### config.mk
export PLATFORM = sky130hd
export DESIGN_NAME = ws2812_bit_decoder_flat
export DESIGN_NICKNAME = d
export VERILOG_FILES = /design/src/rtl/ws2812_bit_decoder_if.sv /design/src/rtl/ws2812_bit_decoder.sv /design/src/flat_wrapper.sv
export SDC_FILE = /design/constraint.sdc
export NUM_CORES = 1
export LEC_CHECK = 0
export ABC_AREA = 1
export ABC_CLOCK_PERIOD_IN_PS = 3200
export BUFFER_PORTS_ARGS = -buffer_cell sky130_fd_sc_hd__buf_2
export CAP_MARGIN = 20
export CELL_PAD_IN_SITES_DETAIL_PLACEMENT = 1
export CELL_PAD_IN_SITES_GLOBAL_PLACEMENT = 1
export CORE_ASPECT_RATIO = 1.25
export CORE_UTILIZATION = 47
export CTS_BUF_LIST = sky130_fd_sc_hd__clkbuf_2
export CTS_CLUSTER_DIAMETER = 120
export CTS_CLUSTER_SIZE = 14
export DETAILED_ROUTE_END_ITERATION = 12
export HOLD_SLACK_MARGIN = 0.02
export PLACE_DENSITY_LB_ADDON = 0.1
export SLEW_MARGIN = 15
export SYNTH_ARGS = -nofsm -noshare
export SYNTH_HDL_FRONTEND = slang
export SYNTH_SLANG_ARGS = --single-unit
### constraint.sdc
create_clock -name clk -period 3.2 [get_ports clk]
set_input_delay 0.64 -clock clk [delete_from_list [all_inputs] [get_ports clk]]
set_output_delay 0.64 -clock clk [all_outputs]
set_load 0.01 [all_outputs]
### src/rtl/ws2812_bit_decoder_if.sv
// One-wire receive bundle: the line in, decoded words and strobes out.
// All outputs are single-cycle strobes with no ready: the consumer must capture data on the cycle valid is high.
interface ws2812_bit_decoder_if #(
  parameter int W = 24
);
  logic         din;
  logic [W-1:0] data;
  logic         valid;
  logic         frame_end;
  logic         err;

  modport master (output din, input data, valid, frame_end, err);
  modport slave  (input din, output data, valid, frame_end, err);
endinterface

### src/rtl/ws2812_bit_decoder.sv
// WS2812 pulse-width receiver: times each high pulse, classifies it as a bit,
// assembles MSB-first words and flags latch gaps, partial words and stuck-high lines.
module ws2812_bit_decoder #(
  parameter int W            = 24,
  parameter int THRESH       = 30,
  parameter int MIN_HIGH     = 5,
  parameter int RESET_CYCLES = 2500
) (
  input  logic                  clk,
  input  logic                  rst,
  ws2812_bit_decoder_if.slave   bus,
  output logic [1:0]            state_o
);

  localparam int CW = $clog2(RESET_CYCLES + 1);
  localparam int BW = $clog2(W + 1);
  localparam logic [CW-1:0] MIN_HIGH_C = CW'(MIN_HIGH);
  localparam logic [CW-1:0] THRESH_C   = CW'(THRESH);
  localparam logic [CW-1:0] RESET_C    = CW'(RESET_CYCLES);
  localparam logic [BW-1:0] LAST_BIT_C = BW'(W - 1);

  typedef enum logic [1:0] {IDLE, HIGH, LOW, WAIT_LOW} state_e;

  state_e        state_q, state_d;
  logic          s1_q, s2_q, s3_q;
  logic [CW-1:0] hcnt_q, hcnt_d;
  logic [CW-1:0] lcnt_q, lcnt_d;
  logic [BW-1:0] bitcnt_q, bitcnt_d;
  logic [W-1:0]  shift_q, shift_d;
  logic [W-1:0]  data_q, data_d;
  logic          valid_q, valid_d;
  logic          frame_end_q, frame_end_d;
  logic          err_q, err_d;

  logic          rise, fall, new_bit;
  logic [W-1:0]  word_next;

  assign rise      = s2_q & ~s3_q;
  assign fall      = ~s2_q & s3_q;
  assign new_bit   = (hcnt_q >= THRESH_C);
  assign word_next = {shift_q[W-2:0], new_bit};

  always_ff @(posedge clk or posedge rst) begin
    if (rst) begin
      s1_q        <= 1'b0;
      s2_q        <= 1'b0;
      s3_q        <= 1'b0;
      state_q     <= IDLE;
      hcnt_q      <= '0;
      lcnt_q      <= '0;
      bitcnt_q    <= '0;
      shift_q     <= '0;
      data_q      <= '0;
      valid_q     <= 1'b0;
      frame_end_q <= 1'b0;
      err_q       <= 1'b0;
    end else begin
      s1_q        <= bus.din;
      s2_q        <= s1_q;
      s3_q        <= s2_q;
      state_q     <= state_d;
      hcnt_q      <= hcnt_d;
      lcnt_q      <= lcnt_d;
      bitcnt_q    <= bitcnt_d;
      shift_q     <= shift_d;
      data_q      <= data_d;
      valid_q     <= valid_d;
      frame_end_q <= frame_end_d;
      err_q       <= err_d;
    end
  end

  always_comb begin
    state_d     = state_q;
    hcnt_d      = hcnt_q;
    lcnt_d      = lcnt_q;
    bitcnt_d    = bitcnt_q;
    shift_d     = shift_q;
    data_d      = data_q;
    valid_d     = 1'b0;
    frame_end_d = 1'b0;
    err_d       = 1'b0;
    case (state_q)
      IDLE: begin
        if (rise) begin
          state_d = HIGH;
          hcnt_d  = CW'(1);
        end
      end
      HIGH: begin
        if (fall) begin
          // Pulses shorter than MIN_HIGH are line noise and leave the word untouched.
          if (hcnt_q >= MIN_HIGH_C) begin
            shift_d = word_next;
            if (bitcnt_q == LAST_BIT_C) begin
              data_d   = word_next;
              valid_d  = 1'b1;
              bitcnt_d = '0;
            end else begin
              bitcnt_d = bitcnt_q + BW'(1);
            end
          end
          state_d = LOW;
          lcnt_d  = CW'(1);
        end else if (hcnt_q == RESET_C) begin
          err_d    = 1'b1;
          bitcnt_d = '0;
          state_d  = WAIT_LOW;
        end else begin
          hcnt_d = hcnt_q + CW'(1);
        end
      end
      LOW: begin
        // A rise on the expiry cycle keeps the frame alive.
        if (rise) begin
          state_d = HIGH;
          hcnt_d  = CW'(1);
        end else if (lcnt_q == RESET_C) begin
          frame_end_d = 1'b1;
          err_d       = (bitcnt_q != '0);
          bitcnt_d    = '0;
          state_d     = IDLE;
        end else begin
          lcnt_d = lcnt_q + CW'(1);
        end
      end
      WAIT_LOW: begin
        if (fall) begin
          state_d = LOW;
          lcnt_d  = CW'(1);
        end
      end
      default: state_d = IDLE;
    endcase
  end

  assign bus.data      = data_q;
  assign bus.valid     = valid_q;
  assign bus.frame_end = frame_end_q;
  assign bus.err       = err_q;
  assign state_o       = state_q;

endmodule
### src/flat_wrapper.sv
// flat-port wrapper written by rule: the top's interface ports become plain ports
module ws2812_bit_decoder_flat 
#(
  parameter int W            = 24,
  parameter int THRESH       = 30,
  parameter int MIN_HIGH     = 5,
  parameter int RESET_CYCLES = 2500
)
  (clk, rst, state_o, bus_din, bus_data, bus_valid, bus_frame_end, bus_err);
  ws2812_bit_decoder_if #(.W(W)) bus_i ();
  input  logic clk;
  input  logic rst;
  output logic [1:0] state_o;
  input wire logic [$bits(bus_i.din)-1:0] bus_din;
  output wire logic [$bits(bus_i.data)-1:0] bus_data;
  output wire logic [$bits(bus_i.valid)-1:0] bus_valid;
  output wire logic [$bits(bus_i.frame_end)-1:0] bus_frame_end;
  output wire logic [$bits(bus_i.err)-1:0] bus_err;
  assign bus_i.din = bus_din;
  assign bus_data = bus_i.data;
  assign bus_valid = bus_i.valid;
  assign bus_frame_end = bus_i.frame_end;
  assign bus_err = bus_i.err;
  ws2812_bit_decoder #(.W(W), .THRESH(THRESH), .MIN_HIGH(MIN_HIGH), .RESET_CYCLES(RESET_CYCLES)) u_core (.clk(clk), .rst(rst), .bus(bus_i), .state_o(state_o));
endmodule
Yosys cells after proc, flatten, opt, wreduce, memory -nomap -nowiden:

Cells that the tools add are included.

* memory bits (read-only): 0
* bits in registers: 84
* bits in writable memories: 0
* word-level logic and storage cells: 86
* output and inout port bits: 29
* memories: 0
* latch bits: 0

* bitwise logic cells: 4
* reductions and logical operators: 13
* div/mod/pow operators: 0
* magnitude comparators: 2
* mux-type cells: 34
* equal/unequal tests: 18
* multiply operators: 0
* shift operators: 0
* add/sub/neg operators: 3

Operator list (number)
* $mux W12: 6
* $pmux W12 S2: 2
* $mux W5: 6
* $add A12 B1 Y12 const B: 2
* $eq A12 B12 Y1 const B: 2
* $reduce_and A4 Y1: 4
* $ge A12 B3 Y1 const B: 1
* $ge A12 B5 Y1 const B: 1
* $mux W2: 6
* $mux W1: 11
* $ne A2 B1 Y1 const B: 5
* $pmux W5 S2: 1
* $ne A2 B2 Y1 const B: 4
* $pmux W2 S4: 1
* $ne A3 B1 Y1 const B: 2
* $reduce_bool A2 Y1: 3
* $add A5 B1 Y5 const B: 1
* $eq A5 B5 Y1 const B: 1
* $reduce_and A5 Y1: 1
* $reduce_bool A5 Y1: 1
* $eq A2 B2 Y1 const B: 2
* $reduce_or A2 Y1: 2
* $ne A3 B3 Y1 const B: 1
* $reduce_and A3 Y1: 1
* other kinds (5): 7

Depth between registers and ports, before layout:

Gate-level depths: netlist of run 1.

* depth in word-level cells: 5
* depth in mapped cells: 12
* mapped depth without buffers: 11

Worst setup path after synthesis of run 1:

No wires, ideal clock.

* path type: flip-flop to flip-flop
* start point: register u_core.state_q[0] (netlist: u_core.state_o[0])
* end point: register u_core.hcnt_q[6]
* arrival: 1.576 ns
* required time: 3.078 ns
* stages on the path, launching flop included: 13
* clock period less this slack: 1.698 ns
* setup slack: 1.502 ns
* cells stage by stage: dfrtp_1 inv_1 ha_1 buf_4 inv_2 nand2_2 nand2_1 o21ai_1 nor2_2 nand2_4 buf_6 nand2_1 o21ai_1

* longest elaborated chain between the ends: 4
* elaborated cells between the ends (all ways): 10
* those cells by class: eq/ne (5); mux (1); reduce/logical (4)

Ends and longest elaborated chain
* start: declaration: line ws2812_bit_decoder.sv:24 `state_e state_q, state_d;`
* start signal: assignment: line ws2812_bit_decoder.sv:61 `state_q <= state_d;`
* $eq A2 B2 Y1 / $logic_not A2 Y1 (equally long branches): line ws2812_bit_decoder.sv:83 `case (state_q)`
* $reduce_or A2 Y1 (no line)
* $ne A2 B1 Y1 (no line) / $reduce_bool A2 Y1 (equally long branches)
* $reduce_and A4 Y1 (no line)
* end signal: assignment: line ws2812_bit_decoder.sv:62 `hcnt_q <= hcnt_d;`
* end: declaration: line ws2812_bit_decoder.sv:26 `logic [CW-1:0] hcnt_q, hcnt_d;`

Parallel ways exist; a longest one is shown, timed or not.
A chain may end at the register's enable or synchronous reset.

Final worst setup path of run 1:

* start point: register u_core.hcnt_q[0]
* end point: register u_core.shift_q[12]

* longest elaborated chain between the ends: 2

Ends and longest elaborated chain
* $ge A12 B3 Y1: line ws2812_bit_decoder.sv:93 `if (hcnt_q >= MIN_HIGH_C) begin`
* $reduce_and A3 Y1 (no line)
* end signal: assignment: line ws2812_bit_decoder.sv:65 `shift_q <= shift_d;`
* end: declaration: line ws2812_bit_decoder.sv:29 `logic [W-1:0] shift_q, shift_d;`

No other way between the ends.

==> results of run 1 <==
## critical path: stages, from the launching register on
cell and delay (ns):
dfrtp_1 0.50, inv_1 0.15, ha_1 0.18, nand2_1 0.06
a21oi_1 0.20, nand2_2 0.10, nand2_4 0.41, inv_2 0.34
nand2_1 0.17, o21ai_2 0.06
## flip-flops by register name (all words and copies together), names as in the netlist
name / count
u_core.bitcnt_q: 5
u_core.bus.data: 24
u_core.bus.err: 1
u_core.bus.frame_end: 1
u_core.bus.valid: 1
u_core.hcnt_q: 12
u_core.lcnt_q: 12
u_core.s1_q: 1
u_core.s2_q: 1
u_core.s3_q: 1
u_core.shift_q: 23
u_core.state_o: 2
## through the flow
stage	utilization [%]	setup slack, ns	cells
floorplan	-	0.395	543
global placement	50.1	1.04	682
finish	51.0	0.905	697
global route	51.0	0.733	697
CTS	51.0	0.923	697
detailed placement	50.1	0.952	682
## cell usage in the layout (no fill, tap or decap), drive strengths merged
cell / netlist / routed
nand4: 17 / 17
nand3: 35 / 35
nor2: 41 / 41
o31ai: 1 / 1
buf: 14 / 33
or2: 2 / 2
clkbuf: 3 / 10
xor2: 5 / 5
ha: 12 / 12
o21bai: 4 / 4
o21ai: 78 / 78
xnor2: 2 / 2
nor3: 3 / 3
dfrtp: 84 / 84
a21oi: 2 / 2
clkinvlp: 0 / 1
inv: 55 / 54
nand2: 184 / 184
clkinv: 1 / 6
## area by class of cell
| cell class | instances | area share (%) |
|---|---|---|
| clock inverters | 5 | 0.646 |
| multi-input cells | 386 | 41.3 |
| repair buffers | 33 | 3.93 |
| well taps | 123 | 3.31 |
| clock buffers | 10 | 1.08 |
| inverters | 56 | 4.55 |
| flip-flops and latches | 84 | 45.2 |
## cells by family after synthesis
group           Yosys count  share of synthesized area, %
compound gates           85                          10.9
xor+xnor                  7                          1.40
fa+ha+maj                12                          3.42
buf+inv                  73                          8.46
flops                    84                          47.8
simple gates            282                          28.0
## power by group
part | switching (mW) | internal (mW) | leakage (nW)
Sequential | 0.0922 | 1.13 | 1.16
Combinational | 0.609 | 0.220 | 1.19
Clock | 0.365 | 0.0976 | 0.0552
Total | 1.07 | 1.44 | 2.40
## worst paths after layout
check	to	from	slack, ns
min reg2reg	u_core.s2_q$_DFF_PP0_	u_core.s1_q$_DFF_PP0_	0.39
max in group asynchronous	u_core.hcnt_q[4]$_DFFE_PP0P_	rst	2.33
max	u_core.shift_q[12]$_DFFE_PP0P_	u_core.hcnt_q[0]$_DFFE_PP0P_	0.91
min in group clk	u_core.s1_q$_DFF_PP0_	bus_din	0.22
max reg2reg	u_core.shift_q[12]$_DFFE_PP0P_	u_core.hcnt_q[0]$_DFFE_PP0P_	0.91
min	u_core.lcnt_q[6]$_DFFE_PP0P_	rst	0.19
## per-layer routing
metal,global-route usage [%],routed length (um),up-vias
li1,-,-,1796
met1,27.8,4530,1737
met2,37.3,4860,41
met3,4.54,198,11
met4,7.03,119,0
met5,0,0,-
==> qor.yml, run 1 <==
outcome:
  status: "finished, final reports clean"
clock_tree:
  cts.clk_slew.worst_paths_ns: 0.23
  cts.sinks: 84
  cts_hold_buf: 0
  cts_resized: 0
  cts_buffers: 9
  tritoncts: "done"
  clock_path_buffers: 2
  cts_setup_buffers: 0
  clkLatencyLatePin_ns: 0.52
  htree_levels: 3
  cts_root_buf: "clkbuf_2"
yosys:
  synth_common_cells: "nand2_1 (176), dfrtp_1 (84), inv_1 (51)"
  ys_seq_area_share_pct: 47.8
  syn-instance-count: 543
  syn_nets: 558
  synth_edf_count: 0
  synth_top_area_share_pct: 47.8
  synthArstFlopShare_pct: 100
  synth_cell_type_count: 31
  synth_area_um2: 4390
  yosys_warnings: 0
  synth_seq_cells: 84
  synth_ff_type: "dfrtp_1"
  yosysMostFrequentCell: "nand2_1"
  synth_area_per_cell_um2: 8.09
  synth_top_cell_by_area: "dfrtp_1"
  synth_area_leaders: "dfrtp_1 (48%), nand2_1 (15%), o21ai_1 (4.4%), inv_1 (4.4%), nand3_1 (4.0%)"
worst_hold_path:
  hold_class: "input port to async pin"
worst_setup_path:
  endpoint_kind: "register"
  arrival_ns: 2.71
  critPathKind: "register to register"
  cp.required_ns: 3.62
  cp_max_fo: 49
  r2r_cells: 9
  startpoint_type: "register"
floorplanning:
  ios: 32
  die_y_um: 110
  initial_core_util_pct: 48.1
  num_rows: 39
  coreArea_um2: 9130
  fp.dieW_um: 88.5
  dieArea_um2: 9740
placement:
  routabilityCongestion: 0.878
  numPortBuffers: 31
  hpwl_mm: 7.05
  postPlaceCellArea_um2: 4570
drt:
  vias_per_cell: 5.14
  wl_per_cell_um: 13.9
  drc_errors: 0
  postRouteWirelength_mm: 9.70
  drt_iter0_drc: 102
  via_count: 3585
  firstDrtPassIters: 4
  detail-route-antenna-nets: 0
global_route:
  grt.total_usage_pct: 22.0
  grt_first_pass_wirelength_mm: 16.6
  antenna_found_initial: 0
  grt_pass1_vias: 3651
  grt_max_degree: 50
  overflow: 0
timing:
  final_hold_viol_count: 0
  slew_headroom_pct: 47.3
  fin_tns_setup_ns: 0
  tightest_slew_ns: 0.790
  rsz0062_at_grt: "no"
  maxSlewViolCount: 0
  hold_slack_ns: 0.192
  timing.fmax_mhz: 436
  setup_viol: 0
  fin_crit_ns: 2.29
  finClkSkew_ns: 0.0207
  post-route-period-util_pct: 71.7
final_layout:
  multi_input_area_um2: 1920
  num_antenna_cells: 0
  synthToLayoutAreaGrowth_pct: 5.84
  drive_gt1_share_pct: 14.1
  register_area_um2: 2100
  num-fill-cells: 1160
  finalNetCount: 585
  final_area_um2: 4650
power_and_ir_drop:
  irDropWorstVdd_v: 0.000399
  p_leak_nw: 2.40
  p_per_area_nw_per_um2: 540
  p_total_mw: 2.51
run:
  maxCapViolations: 0
Note: power is estimated with default switching activity, not from simulation.
==> inputs of run 2 (changes only) <==
ABC_AREA = 0   (was 1)
ABC_CLOCK_PERIOD_IN_PS = 1900   (was 3200)
CORE_UTILIZATION = 45   (was 47)
clock period = 1.9 ns   (was 3.2 ns; I/O delays follow)
==> run 2 against run 1 <==
Compared with the run above: the flow now finishes with violations (negative setup slack); first-iteration DRC count fell by 16%; non-clock buffer count grew 90; clock skew rose by 0.00084 ns; worst hold slack gained 0.19 ns; design area rose by 22%; routed wire length grew 19%; clock power rose to 2.5 times the previous value; final cell count fell by 15%.
==> qor.yml, run 2 <==
placement:
  numPortBuffers: 31  # unchanged
  routabilityCongestion: 0.768  # -13%
  hpwl_mm: 6.72  # -4.7%
clock_tree:
  cts.clk_slew.worst_paths_ns: 0.21  # -0.02 ns
  cts.sinks: 84  # unchanged
  htree_levels: 3  # unchanged
  clock_path_buffers: 2  # unchanged
  cts_buffers: 9  # unchanged
  cts_root_buf: "clkbuf_2"
  tritoncts: "done"
  clkLatencyLatePin_ns: 0.55  # +0.03 ns
drt:
  via_count: 3249  # -9.4%
  vias_per_cell: 5.48  # +6.5%
  wl_per_cell_um: 19.4  # +39%
  drt_iter0_drc: 86  # -16%
  detail-route-antenna-nets: 0  # unchanged
  firstDrtPassIters: 4  # unchanged
  drc_errors: 0  # unchanged
  postRouteWirelength_mm: 11.5  # +19%
yosys:
  synth_area_per_cell_um2: 11.7  # +45%
  syn_nets: 362  # -35%
  synth_ff_type: "dfrtp_1"
  synth_common_cells: "dfrtp_1 (84), mux2_2 (29), o21ai_0 (24)"
  synth_area_leaders: "dfrtp_1 (52%), mux2_2 (8.0%), mux2_4 (7.0%), ha_1 (3.7%), o21ai_0 (3.0%)"
  synth_top_cell_by_area: "dfrtp_1"
  syn-instance-count: 347  # -36%
  synth_area_um2: 4070  # -7.4%
  synth_seq_cells: 84  # unchanged
  synthArstFlopShare_pct: 100  # unchanged
  yosys_warnings: 0  # unchanged
  synth_edf_count: 0  # unchanged
  synth_cell_type_count: 49  # +58%
  yosysMostFrequentCell: "dfrtp_1"
  ys_seq_area_share_pct: 51.7  # +3.8 points
  synth_top_area_share_pct: 51.7  # +3.8 points
timing:
  fin_tns_setup_ns: -16.25  # -16.25 ns
  hold_slack_ns: 0.385  # +0.193 ns
  post-route-period-util_pct: 117  # +46 points
  rsz0062_at_grt: "yes"
  maxSlewViolCount: 0  # unchanged
  tightest_slew_ns: 0.583  # -0.207 ns
  finClkSkew_ns: 0.0215  # +0.000837 ns
  final_hold_viol_count: 0  # unchanged
  timing.fmax_mhz: 448  # +2.9%
  slew_headroom_pct: 60.9  # +14 points
  setup_viol: 80  # +80
  setup_ws_ns: -0.331  # -1.24 ns
  fin_crit_ns: 2.23  # -0.0637 ns
global_route:
  grt.total_usage_pct: 25.1  # +3.1 points
  overflow: 0  # unchanged
  grt_pass1_vias: 3551  # -2.7%
  antenna_found_initial: 0  # unchanged
  grt_first_pass_wirelength_mm: 17.9  # +7.8%
  grt_max_degree: 43  # -14%
worst_setup_path:
  arrival_ns: 2.68  # -0.03 ns
  rrSetupSlack_ns: -0.33  # -1.24 ns
  cp.required_ns: 2.35  # -1.27 ns
  cp_max_fo: 4  # -92%
  critPathKind: "register to register"
  startpoint_type: "register"
  endpoint_kind: "register"
final_layout:
  finalNetCount: 484  # -17%
  num-fill-cells: 930  # -20%
  drive_gt1_share_pct: 53.9  # +40 points
  final_common_cell: "dfrtp_1"
  num_antenna_cells: 0  # unchanged
  synthToLayoutAreaGrowth_pct: 39.8
  largest_reg_flops: 24  # unchanged
  layout_common_cells: "dfrtp_1 (82), buf_4 (64), buf_2 (32)"
floorplanning:
  num_rows: 38  # -2.6%
  die_y_um: 108  # -1.6%
  dieArea_um2: 9420  # -3.3%
  fp.dieW_um: 87.0  # -1.6%
  initial_core_util_pct: 46.5  # -1.7 points
  ios: 32  # unchanged
  coreArea_um2: 8750  # -4.1%
power_and_ir_drop:
  irDropWorstVdd_v: 0.000736  # +85%
  p_per_area_nw_per_um2: 1130  # +110%
  p_leak_nw: 2.67  # +11%
outcome:
  violations: "negative setup slack"
  status: "finished, violations left"
run:
  maxCapViolations: 0  # unchanged
worst_hold_path:
  hold_class: "input port to async pin"
## run 2: cell types whose count changed after synthesis, moves of 19 or more
cell	previous run	this run
inv_1	51	13
mux2_2	0	29
mux2_4	0	19
nand2_1	176	21
nand3_1	35	12
o21ai_1	39	0
## run 2: worst paths after layout
| path | from | end | cells after the start |
|---|---|---|---|
| worst max register to register | u_core.hcnt_q[10]$_DFFE_PP0P_ | u_core.bitcnt_q[0]$_DFFE_PP0P_ | 6 |
| max in group asynchronous | rst | u_core.bus.data[21]$_DFFE_PP0P_ | 4 |
| worst min-delay path | rst | u_core.hcnt_q[4]$_DFFE_PP0P_ | 3 |
| worst min register to register | u_core.s1_q$_DFF_PP0_ | u_core.s2_q$_DFF_PP0_ | 0 |
| min in group clk | u_core.s1_q$_DFF_PP0_ | u_core.s2_q$_DFF_PP0_ | 0 |
| worst max-delay path | u_core.hcnt_q[10]$_DFFE_PP0P_ | u_core.bitcnt_q[0]$_DFFE_PP0P_ | 6 |
## run 2: logic make-up (layout without fill, tap and decap cells)
kind of cell	Yosys count	in the layout	synth area share [%]
compound gates	70	71	10.9
xor+xnor	2	2	0.431
fa+ha+maj	13	13	3.94
buf+inv	29	151	4.09
flops	84	84	51.7
mux	49	49	15.3
simple gates	100	103	13.6
## run 2: worst max-delay path, cell delays in order (launching register included)
cell,delay (ns)
dfrtp_1,0.43
or3_4,0.41
buf_6,0.14
a2111o_1,0.38
o221ai_2,0.24
or3b_4,0.23
mux2_4,0.31
## run 2: through the flow
| step | instances | utilization (%) | setup WS [ns] | total power [mW] | cell area, um2 |
|---|---|---|---|---|---|
| 2_1_floorplan | 347 | - | -0.430 | 3.30 | 4170 |
| 3_3_place_gp | 551 | 55.7 | -0.371 | 4.15 | 4880 |
| 3_5_place_dp | 551 | 55.7 | -0.485 | 4.23 | 4880 |
| 4_1_cts | 588 | 62.2 | -0.239 | 5.95 | 5440 |
| 5_1_grt | 593 | 65.0 | -0.362 | 6.75 | 5690 |
| 6_report | 593 | 65.0 | -0.331 | 6.42 | 5690 |
## run 2: final cells by class
type,instances,area [um2],share of cell area [%]
Inverter,13,52.6,0.924
Timing Repair Buffer,123,991,17.4
Sequential cell,84,2100,37.0
Clock inverter,5,101,1.78
Clock buffer,10,50.0,0.880
Multi-Input combinational cell,238,2240,39.3
Tap cell,120,150,2.64
## run 2: layer usage
metal	vias to the layer above	track usage (%)	part of all wire [%]
li1	1508	-	-
met1	1660	29.4	41
met2	56	45.5	54
met3	25	5.04	2.3
met4	0	8.10	2.5
met5	-	0	0
## run 2: report_power, final
part           internal [mW]  switching, mW  leakage, nW
registers               1.93          0.116         1.15
clock network          0.560          0.600       0.0857
logic                   1.60           1.61         1.43
## run 2: repair_timing
action	4_1_cts	5_1_grt
setup endpoints to repair	80	80
cloned	5	1
hold buffers	2	0
endpoints found under the hold margin	20	0
pin swaps	24	24
setup buffers	16	8
resized for setup	69	48
